==> src/rtl/bicubic_window_feeder_pkg.sv <==
`default_nettype none
// ============================================================================
// Module      : bicubic_window_feeder_pkg
// Description : Shared constants for the bicubic 4x4 window feeder: default
//               pixel width, window field width, p_u(k) field placement helper
//               and FSM state encodings.
// Revision    : 1.0 - initial release
// ============================================================================
package bicubic_window_feeder_pkg;

    localparam int c_PIX_W      = 8;
    localparam int c_FIELD_W    = c_PIX_W + 1;   // sign bit (always 0) + pixel
    localparam int c_NUM_FIELDS = 16;            // p_u1 .. p_u16

    localparam logic [1:0] c_ST_FILL = 2'd0;     // collecting the first three lines
    localparam logic [1:0] c_ST_RUN  = 2'd1;     // producing windows
    localparam logic [1:0] c_ST_LAST = 2'd2;     // waiting for the final window to drain

    // LSB of field k (k = 4*row + col, i.e. p_u(k+1)) in the packed window.
    function automatic int pu_lsb(input int k, input int field_w);
        return k * field_w;
    endfunction

endpackage
`default_nettype wire

==> src/rtl/bicubic_window_feeder_if.sv <==
`default_nettype none
// ============================================================================
// Module      : bicubic_window_feeder_if
// Description : Pixel-in / window-out handshake bundle for the bicubic window
//               feeder. slave = feeder side, master = environment side.
//               Optional macro BICUBIC_WIN_STATS_EN adds the stall_cnt field.
// Revision    : 1.0 - initial release
// ============================================================================
interface bicubic_window_feeder_if
    import bicubic_window_feeder_pkg::*;
#(
    parameter int IMG_W = 64,
    parameter int IMG_H = 64,
    parameter int PIX_W = c_PIX_W
) ();
    localparam int XW = $clog2(IMG_W);
    localparam int YW = $clog2(IMG_H);

    logic                                in_valid;
    logic                                in_ready;
    logic [PIX_W-1:0]                    in_pix;
    logic                                win_valid;
    logic                                win_ready;
    logic [c_NUM_FIELDS*(PIX_W+1)-1:0]   win_pix;
    logic [XW-1:0]                       win_x;
    logic [YW-1:0]                       win_y;
    logic                                frame_done;
`ifdef BICUBIC_WIN_STATS_EN
    logic [15:0]                         stall_cnt;
`endif

    modport slave (
        input  in_valid, in_pix, win_ready,
        output in_ready, win_valid, win_pix, win_x, win_y, frame_done
`ifdef BICUBIC_WIN_STATS_EN
        , output stall_cnt
`endif
    );

    modport master (
        output in_valid, in_pix, win_ready,
        input  in_ready, win_valid, win_pix, win_x, win_y, frame_done
`ifdef BICUBIC_WIN_STATS_EN
        , input stall_cnt
`endif
    );

endinterface
`default_nettype wire

==> src/rtl/bicubic_line_buffer.sv <==
`default_nettype none
// ============================================================================
// Module      : bicubic_line_buffer
// Description : One image line of pixel storage, one synchronous write port
//               and one asynchronous read port. Contents are not reset.
// Revision    : 1.0 - initial release
// ============================================================================
module bicubic_line_buffer #(
    parameter int DEPTH = 64,
    parameter int PIX_W = 8,
    parameter int AW    = $clog2(DEPTH)
) (
    input  logic             clk,
    input  logic             we,
    input  logic [AW-1:0]    waddr,
    input  logic [PIX_W-1:0] wdata,
    input  logic [AW-1:0]    raddr,
    output logic [PIX_W-1:0] rdata
);
    logic [PIX_W-1:0] r_mem [DEPTH];

    // Store the incoming pixel at its column.
    always_ff @(posedge clk) begin
        if (we) r_mem[waddr] <= wdata;
    end

    assign rdata = r_mem[raddr];

endmodule
`default_nettype wire

==> src/rtl/bicubic_window_feeder.sv <==
`default_nettype none
// ============================================================================
// Module      : bicubic_window_feeder
// Description : Buffers three previous lines of a raster stream and emits one
//               4x4 neighbourhood (p_u1..p_u16, 9-bit fields) per accepted
//               pixel once a full window exists.
//               Optional macro BICUBIC_WIN_STATS_EN adds a per-frame stall
//               counter on the interface.
// Revision    : 1.0 - initial release
// ============================================================================
module bicubic_window_feeder
    import bicubic_window_feeder_pkg::*;
#(
    parameter int IMG_W = 64,
    parameter int IMG_H = 64,
    parameter int PIX_W = c_PIX_W
) (
    input  logic clk,
    input  logic rst,
    bicubic_window_feeder_if.slave bus
);
    localparam int FIELD_W = PIX_W + 1;
    localparam int XW      = $clog2(IMG_W);
    localparam int YW      = $clog2(IMG_H);
    localparam logic [XW-1:0] c_X_LAST = XW'(IMG_W - 1);
    localparam logic [YW-1:0] c_Y_LAST = YW'(IMG_H - 1);

    logic [1:0]    r_state;
    logic [XW-1:0] r_x;
    logic [YW-1:0] r_y;
    logic [1:0]    r_wr_sel;      // buffer holding the oldest line; written next
    logic [2:0][3:0][PIX_W-1:0] r_cols;   // last three columns [col][row]
    logic                                r_win_valid;
    logic [c_NUM_FIELDS*FIELD_W-1:0]     r_win_pix;
    logic [XW-1:0]                       r_win_x;
    logic [YW-1:0]                       r_win_y;
    logic                                r_frame_done;

    logic w_in_ready, w_accept, w_emit, w_win_hs, w_x_last, w_y_last;
    logic [PIX_W-1:0]            w_lb_rd [3];
    logic [3:0][PIX_W-1:0]       w_new_col;
    logic [3:0][3:0][PIX_W-1:0]  w_next_cols;
    logic [c_NUM_FIELDS*FIELD_W-1:0] w_next_pix;

    assign w_in_ready = (r_state != c_ST_LAST) && (!r_win_valid || bus.win_ready);
    assign w_accept   = bus.in_valid && w_in_ready;
    assign w_win_hs   = r_win_valid && bus.win_ready;
    assign w_x_last   = (r_x == c_X_LAST);
    assign w_y_last   = (r_y == c_Y_LAST);
    assign w_emit     = w_accept && (r_x >= XW'(3)) && (r_y >= YW'(3));

    generate
        for (genvar i = 0; i < 3; i++) begin : g_lb
            bicubic_line_buffer #(.DEPTH(IMG_W), .PIX_W(PIX_W)) u_lb (
                .clk   (clk),
                .we    (w_accept && (r_wr_sel == 2'(i))),
                .waddr (r_x),
                .wdata (bus.in_pix),
                .raddr (r_x),
                .rdata (w_lb_rd[i])
            );
        end
    endgenerate

    // Assemble the incoming column (oldest line on row 0) and the next window.
    always_comb begin
        w_new_col = '0;
        case (r_wr_sel)
            2'd0:    begin w_new_col[0] = w_lb_rd[0]; w_new_col[1] = w_lb_rd[1]; w_new_col[2] = w_lb_rd[2]; end
            2'd1:    begin w_new_col[0] = w_lb_rd[1]; w_new_col[1] = w_lb_rd[2]; w_new_col[2] = w_lb_rd[0]; end
            default: begin w_new_col[0] = w_lb_rd[2]; w_new_col[1] = w_lb_rd[0]; w_new_col[2] = w_lb_rd[1]; end
        endcase
        w_new_col[3] = bus.in_pix;
        w_next_cols[3]   = w_new_col;
        // Column history restarts at the start of each line.
        w_next_cols[2:0] = (r_x == '0) ? '0 : r_cols;
        w_next_pix = '0;
        for (int c = 0; c < 4; c++) begin
            for (int r = 0; r < 4; r++) begin
                w_next_pix[pu_lsb(4*r + c, FIELD_W) +: FIELD_W] = {1'b0, w_next_cols[c][r]};
            end
        end
    end

    // Raster position, line-buffer rotation and frame FSM.
    always_ff @(posedge clk) begin
        if (rst) begin
            r_state  <= c_ST_FILL;
            r_x      <= '0;
            r_y      <= '0;
            r_wr_sel <= 2'd0;
        end else begin
            if (w_accept) begin
                if (w_x_last) begin
                    r_x      <= '0;
                    r_y      <= w_y_last ? '0 : r_y + YW'(1);
                    r_wr_sel <= (r_wr_sel == 2'd2) ? 2'd0 : r_wr_sel + 2'd1;
                end else begin
                    r_x <= r_x + XW'(1);
                end
            end
            case (r_state)
                c_ST_FILL: if (w_accept && w_x_last && (r_y == YW'(2))) r_state <= c_ST_RUN;
                c_ST_RUN:  if (w_accept && w_x_last && w_y_last)        r_state <= c_ST_LAST;
                c_ST_LAST: if (w_win_hs)                                r_state <= c_ST_FILL;
                default:   r_state <= c_ST_FILL;
            endcase
        end
    end

    // Column history and the single output window register.
    always_ff @(posedge clk) begin
        if (rst) begin
            r_cols      <= '0;
            r_win_valid <= 1'b0;
            r_win_pix   <= '0;
            r_win_x     <= '0;
            r_win_y     <= '0;
        end else begin
            if (w_accept) r_cols <= w_next_cols[3:1];
            if (w_emit) begin
                r_win_valid <= 1'b1;
                r_win_pix   <= w_next_pix;
                r_win_x     <= r_x;
                r_win_y     <= r_y;
            end else if (w_win_hs) begin
                r_win_valid <= 1'b0;
            end
        end
    end

    // Pulse once the final window of the frame has been taken.
    always_ff @(posedge clk) begin
        if (rst) r_frame_done <= 1'b0;
        else     r_frame_done <= (r_state == c_ST_LAST) && w_win_hs;
    end

`ifdef BICUBIC_WIN_STATS_EN
    logic [15:0] r_stall_cnt;

    // Count cycles the downstream held off a valid window, per frame, saturating.
    always_ff @(posedge clk) begin
        if (rst || r_frame_done)
            r_stall_cnt <= '0;
        else if (r_win_valid && !bus.win_ready && (r_stall_cnt != 16'hFFFF))
            r_stall_cnt <= r_stall_cnt + 16'd1;
    end

    assign bus.stall_cnt = r_stall_cnt;
`endif

    assign bus.in_ready   = w_in_ready;
    assign bus.win_valid  = r_win_valid;
    assign bus.win_pix    = r_win_pix;
    assign bus.win_x      = r_win_x;
    assign bus.win_y      = r_win_y;
    assign bus.frame_done = r_frame_done;

endmodule
`default_nettype wire

==> src/flat_wrapper.sv <==
// flat-port wrapper written by rule: the top's interface ports become plain ports
module bicubic_window_feeder_flat import bicubic_window_feeder_pkg::*;
#(
    parameter int IMG_W = 64,
    parameter int IMG_H = 64,
    parameter int PIX_W = c_PIX_W
)
  (clk, rst, bus_in_valid, bus_in_pix, bus_win_ready, bus_in_ready, bus_win_valid, bus_win_pix, bus_win_x, bus_win_y, bus_frame_done);
  bicubic_window_feeder_if #(.IMG_W(IMG_W), .IMG_H(IMG_H), .PIX_W(PIX_W)) bus_i ();
  input  logic clk;
  input  logic rst;
  input wire logic [$bits(bus_i.in_valid)-1:0] bus_in_valid;
  input wire logic [$bits(bus_i.in_pix)-1:0] bus_in_pix;
  input wire logic [$bits(bus_i.win_ready)-1:0] bus_win_ready;
  output wire logic [$bits(bus_i.in_ready)-1:0] bus_in_ready;
  output wire logic [$bits(bus_i.win_valid)-1:0] bus_win_valid;
  output wire logic [$bits(bus_i.win_pix)-1:0] bus_win_pix;
  output wire logic [$bits(bus_i.win_x)-1:0] bus_win_x;
  output wire logic [$bits(bus_i.win_y)-1:0] bus_win_y;
  output wire logic [$bits(bus_i.frame_done)-1:0] bus_frame_done;
  assign bus_i.in_valid = bus_in_valid;
  assign bus_i.in_pix = bus_in_pix;
  assign bus_i.win_ready = bus_win_ready;
  assign bus_in_ready = bus_i.in_ready;
  assign bus_win_valid = bus_i.win_valid;
  assign bus_win_pix = bus_i.win_pix;
  assign bus_win_x = bus_i.win_x;
  assign bus_win_y = bus_i.win_y;
  assign bus_frame_done = bus_i.frame_done;
  bicubic_window_feeder #(.IMG_W(IMG_W), .IMG_H(IMG_H), .PIX_W(PIX_W)) u_core (.clk(clk), .rst(rst), .bus(bus_i));
endmodule
==> config.mk <==
export PLATFORM = sky130hd
export DESIGN_NAME = bicubic_window_feeder_flat
export DESIGN_NICKNAME = d
export VERILOG_FILES = /design/src/rtl/bicubic_window_feeder_pkg.sv /design/src/rtl/bicubic_window_feeder_if.sv /design/src/rtl/bicubic_line_buffer.sv /design/src/rtl/bicubic_window_feeder.sv /design/src/flat_wrapper.sv
export SDC_FILE = /design/constraint.sdc
export NUM_CORES = 2
export LEC_CHECK = 0
export CAP_MARGIN = 20
export CORE_MARGIN = 10
export CORE_UTILIZATION = 43
export CTS_BUF_LIST = sky130_fd_sc_hd__clkbuf_8
export DETAILED_ROUTE_END_ITERATION = 7
export PLACE_DENSITY = 0.63
export SYNTH_ARGS = -nofsm -noshare
export SYNTH_HDL_FRONTEND = slang
export SYNTH_SLANG_ARGS = --single-unit
==> constraint.sdc <==
create_clock -name clk -period 4.9 [get_ports clk]
set_clock_uncertainty 0.1 [all_clocks]
set_input_delay 0.98 -clock clk [delete_from_list [all_inputs] [get_ports clk]]
set_output_delay 0.98 -clock clk [all_outputs]
set_load 0.01 [all_outputs]
==> impl_metrics.py <==
metrics = {
    "status": {
        "status": "complete, no violations",
    },
    "synthesis": {
        "synthesis.area_um2": 70300,
        "synth_sequential_area_ratio_pct": 73.1,
        "count_of_synthesis_stage_warnings_from_yosys": 0,
        "async_reset_ff_share_pct": 0,
        "postSynthCellCount": 3937,
        "synth.lib_cells_used.distinct": 76,
        "ys_seq_elements": 1796,
        "synth_flop_cell": "sky130_fd_sc_hd__edfxtp_1",
        "synth_enable_flop_cells": 1536,
        "synth.avg_cell_area_um2": 17.8,
    },
    "flow_run": {
        "cap_violations": 0,
    },
    "sta": {
        "post-route-min-period_ns": 3.71,
        "grt_setup_unrepaired": "no",
        "maxSlewHeadroom_pct": 18.8,
        "upper_clock_frequency_limit_mhz": 269,
        "finalWorstSetupSlack_ns": 1.19,
        "final-max-slew-violation-count": 0,
        "setup_viol": 0,
        "tightestPinTransition_ns": 1.22,
        "setup_total_negative_slack_ns": 0,
        "report.final.hold_viol_count": 0,
        "worst_hold_slack_ns": 0.221,
        "finalCritPeriodShare_pct": 75.8,
    },
    "critical_path": {
        "critPathSlowestCell": "sky130_fd_sc_hd__a32oi_2",
        "crit_arrival_ns": 4.50,
        "cp_top_family": "compound AO/OA/AOI/OAI gates",
        "critical_path.max_stage_delay_ns": 0.74,
        "critPathLaunchType": "flip-flop",
        "cp_common_cell": "sky130_fd_sc_hd__buf_12",
        "path_max_fanout": 31,
        "timing.critical_path.depth": 8,
        "path_class": "reg -> reg",
        "worst-r2r-cell-count": 8,
        "setup.worst_path.end_class": "flip-flop",
        "critPathRequiredTime_ns": 5.68,
        "setup_slack_of_the_most_critical_reg_to_reg_path_ns": 1.19,
        "cp.buffers_inverters": 2,
        "regToRegEndpoint": "u_core.r_cols[64]",
        "cp_cell_sequence": "buf_12 > buf_12 > mux4_2 > mux2i_1 > a221oi_1 > a32oi_2 > a22oi_2 > o21a_1",
    },
    "clock_network": {
        "cts_made_buffers": 296,
        "clock_insertion_delay_worst_skew_ns": 1.01,
        "cts_tree": "built",
        "worst_setup_hold_path_clk_slew_ns": 0.06,
        "htree_num_levels": 5,
        "cts_post_setup_buffers_inserted": 0,
        "clock_sinks": 1796,
        "cts-hold-fix-buffers": 0,
        "post_cts_resized": 0,
        "number_of_buffers_on_the_longest_clock_path": 4,
        "cts-root-buf": "sky130_fd_sc_hd__clkbuf_8",
    },
    "layout": {
        "drive_gt1_share_pct": 23.3,
        "finished_cell_area_um2": 80400,
        "layout-area-overhead-vs-synth_pct": 14.5,
        "final_standard_cell_count_with_taps_included_and_fillers_excluded": 6738,
        "fill_cells": 13466,
        "final_net_count": 4381,
        "seq_area_um2": 51300,
        "multi_input_combinational_cell_area_um2": 17400,
    },
    "place": {
        "detail_placement_hpwl_mm": 118,
        "place.gp.congestion": 0.891,
        "dpl-instance-area_um2": 75200,
        "placedCellCount": 6240,
        "numPortBuffers": 154,
        "place_ws_ns": 1.09,
    },
    "global_routing": {
        "antenna_found_initial": 4,
        "globalRoute.totalOverflow": 0,
        "grt_max_degree": 179,
        "grt_pass1_wl_mm": 272,
        "globalRouteTotalUtil_pct": 20.4,
        "first_global_vias": 38292,
    },
    "die": {
        "floorplan.die_area_um2": 180000,
        "die_height_um": 424,
        "core_um2": 163000,
        "start_util_pct": 43.2,
        "dieWidth_um": 424,
        "number_of_i_o_pins": 171,
        "fp-row-count": 148,
    },
    "pwr": {
        "peakVddDrop_uv": 316,
        "p_leak_nw": 25.4,
        "power_density_nw_per_um2": 379,
    },
    "route": {
        "drtPass1Iterations": 6,
        "drcViolationCount": 0,
        "iter_0_drt_violations": 4696,
        "avgRoutedWirePerCell_um": 27.8,
        "via_to_cell_ratio": 5.74,
        "detailroute.via_count": 38700,
        "routed_wirelength_mm": 187,
        "antenna_violating_nets_post_route": 0,
    },
    "min_path": {
        "startpoint_of_the_lowest_slack_hold_path": "bus_in_pix[7]",
        "hold_path.class": "in -> reg",
        "hold-path-endpoint": "u_core.g_lb[0].u_lb.r_mem[35][7]",
        "timing.hold.worst_path_depth": 1,
    },
}
[worst reg2reg max path: cells and delay by family, from the launching register on]
kind / cells / cell delay [ns]
mux: 2 / 0.79
flops: 1 / 0.65
compound gates: 4 / 1.40
buf+inv: 2 / 0.68
[routing by layer]
| layer | global-route usage [%] | part of all wire [%] |
|---|---|---|
| met5 | 0 | 0 |
| met4 | 8.36 | 4.0 |
| met3 | 4.57 | 8.3 |
| met2 | 31.4 | 46 |
| met1 | 28.2 | 41 |
[power breakdown]
part | total, mW | internal [mW] | switching (mW)
clock | 12.0 | 6.21 | 5.75
combinational | 1.84 | 0.722 | 1.12
sequential | 16.7 | 16.6 | 0.0627
[how the worst max path moves through the flow]
stage	endpoint	slack [ns]
after floorplan	u_core.g_lb[2].u_lb.r_mem[31][0]	1.74
final	u_core.r_cols[64]	1.19
after detailed placement	u_core.bus.win_pix[101]	1.09
after global placement	u_core.bus.win_pix[101]	1.12
after global routing	u_core.r_cols[65]	0.99
after CTS	u_core.bus.win_pix[106]	1.19
[flip-flops by register name, indices dropped and copies added (netlist names), named ones only]
| signal | count |
|---|---|
| u_core.bus.frame_done | 1 |
| u_core.bus.win_pix | 128 |
| u_core.bus.win_valid | 1 |
| u_core.bus.win_x | 6 |
| u_core.bus.win_y | 6 |
| u_core.g_lb.u_lb.r_mem | 1536 |
| u_core.r_cols | 96 |
| u_core.r_state | 2 |
| u_core.r_wr_sel | 2 |
| u_core.r_x | 6 |
| u_core.r_y | 6 |
[layout by cell type, fill, tap and decap left out, types with 14 or more instances in the layout]
cell type / n
sky130_fd_sc_hd__a31oi_1: 17
sky130_fd_sc_hd__inv_1: 98
sky130_fd_sc_hd__mux2i_1: 66
sky130_fd_sc_hd__conb_1: 16
sky130_fd_sc_hd__nor3_1: 14
sky130_fd_sc_hd__clkdlybuf4s50_1: 145
sky130_fd_sc_hd__clkinv_2: 27
sky130_fd_sc_hd__a221oi_1: 35
sky130_fd_sc_hd__mux4_1: 18
sky130_fd_sc_hd__buf_4: 212
sky130_fd_sc_hd__o21ai_0: 35
sky130_fd_sc_hd__edfxtp_1: 1536
sky130_fd_sc_hd__dfxtp_1: 255
sky130_fd_sc_hd__a211oi_1: 21
sky130_fd_sc_hd__buf_12: 26
sky130_fd_sc_hd__nand3_1: 177
sky130_fd_sc_hd__nand2_1: 352
sky130_fd_sc_hd__a21oi_1: 224
sky130_fd_sc_hd__clkbuf_8: 308
sky130_fd_sc_hd__mux2_2: 20
sky130_fd_sc_hd__mux4_2: 405
sky130_fd_sc_hd__o31ai_1: 19
sky130_fd_sc_hd__clkinv_1: 64
sky130_fd_sc_hd__nor2_1: 228
[logic make-up (layout without fill, tap and decap cells)]
kind of cell | Yosys count | in the layout | share of synthesized area (%)
flops | 1796 | 1796 | 73.1
buf+inv | 302 | 910 | 2.39
other cells | 1 | 19 | 0.00534
simple gates | 852 | 852 | 5.21
compound gates | 465 | 465 | 4.25
mux | 509 | 509 | 14.9
xor+xnor | 8 | 8 | 0.0997
fa+ha+maj | 4 | 4 | 0.0712
[final cells by class]
class,instances,area share (%)
Antenna cell,3,0.00933
Tap cell,2175,3.38
Clock inverter,185,1.21
Timing Repair Buffer,395,4.61
Sequential cell,1796,63.8
Clock buffer,308,5.27
Multi-Input combinational cell,1854,21.6
Inverter,22,0.104
[synthesized netlist by cell type, drive strengths merged (10+ instances only)]
cell type	n	share of area (%)
a31oi	18	0.17
nand3	178	1.3
mux2i	66	0.94
buf	154	1.6
a221oi	36	0.46
inv	20	0.11
and3	10	0.089
clkbuf	125	0.67
nor2	229	1.2
a21oi	227	1.6
mux4	423	14
nor3	20	0.15
o221ai	10	0.12
dfxtp	260	7.4
nand2	356	1.9
o31ai	19	0.20
edfxtp	1536	66
a211oi	21	0.22
nor2b	11	0.098
a22oi	14	0.16
o21ai	44	0.32
o211ai	10	0.11
a22o	11	0.14
mux2	20	0.32
nor4	11	0.098
[stage by stage]
stage | total power, mW | utilization [%]
after floorplan | 18.1 | -
after global placement | 18.8 | 46.2
after detailed placement | 18.8 | 46.3
after CTS | 30.7 | 49.5
after global routing | 31.5 | 49.5
final | 30.5 | 49.5
Power figures use the tool's default switching activity.
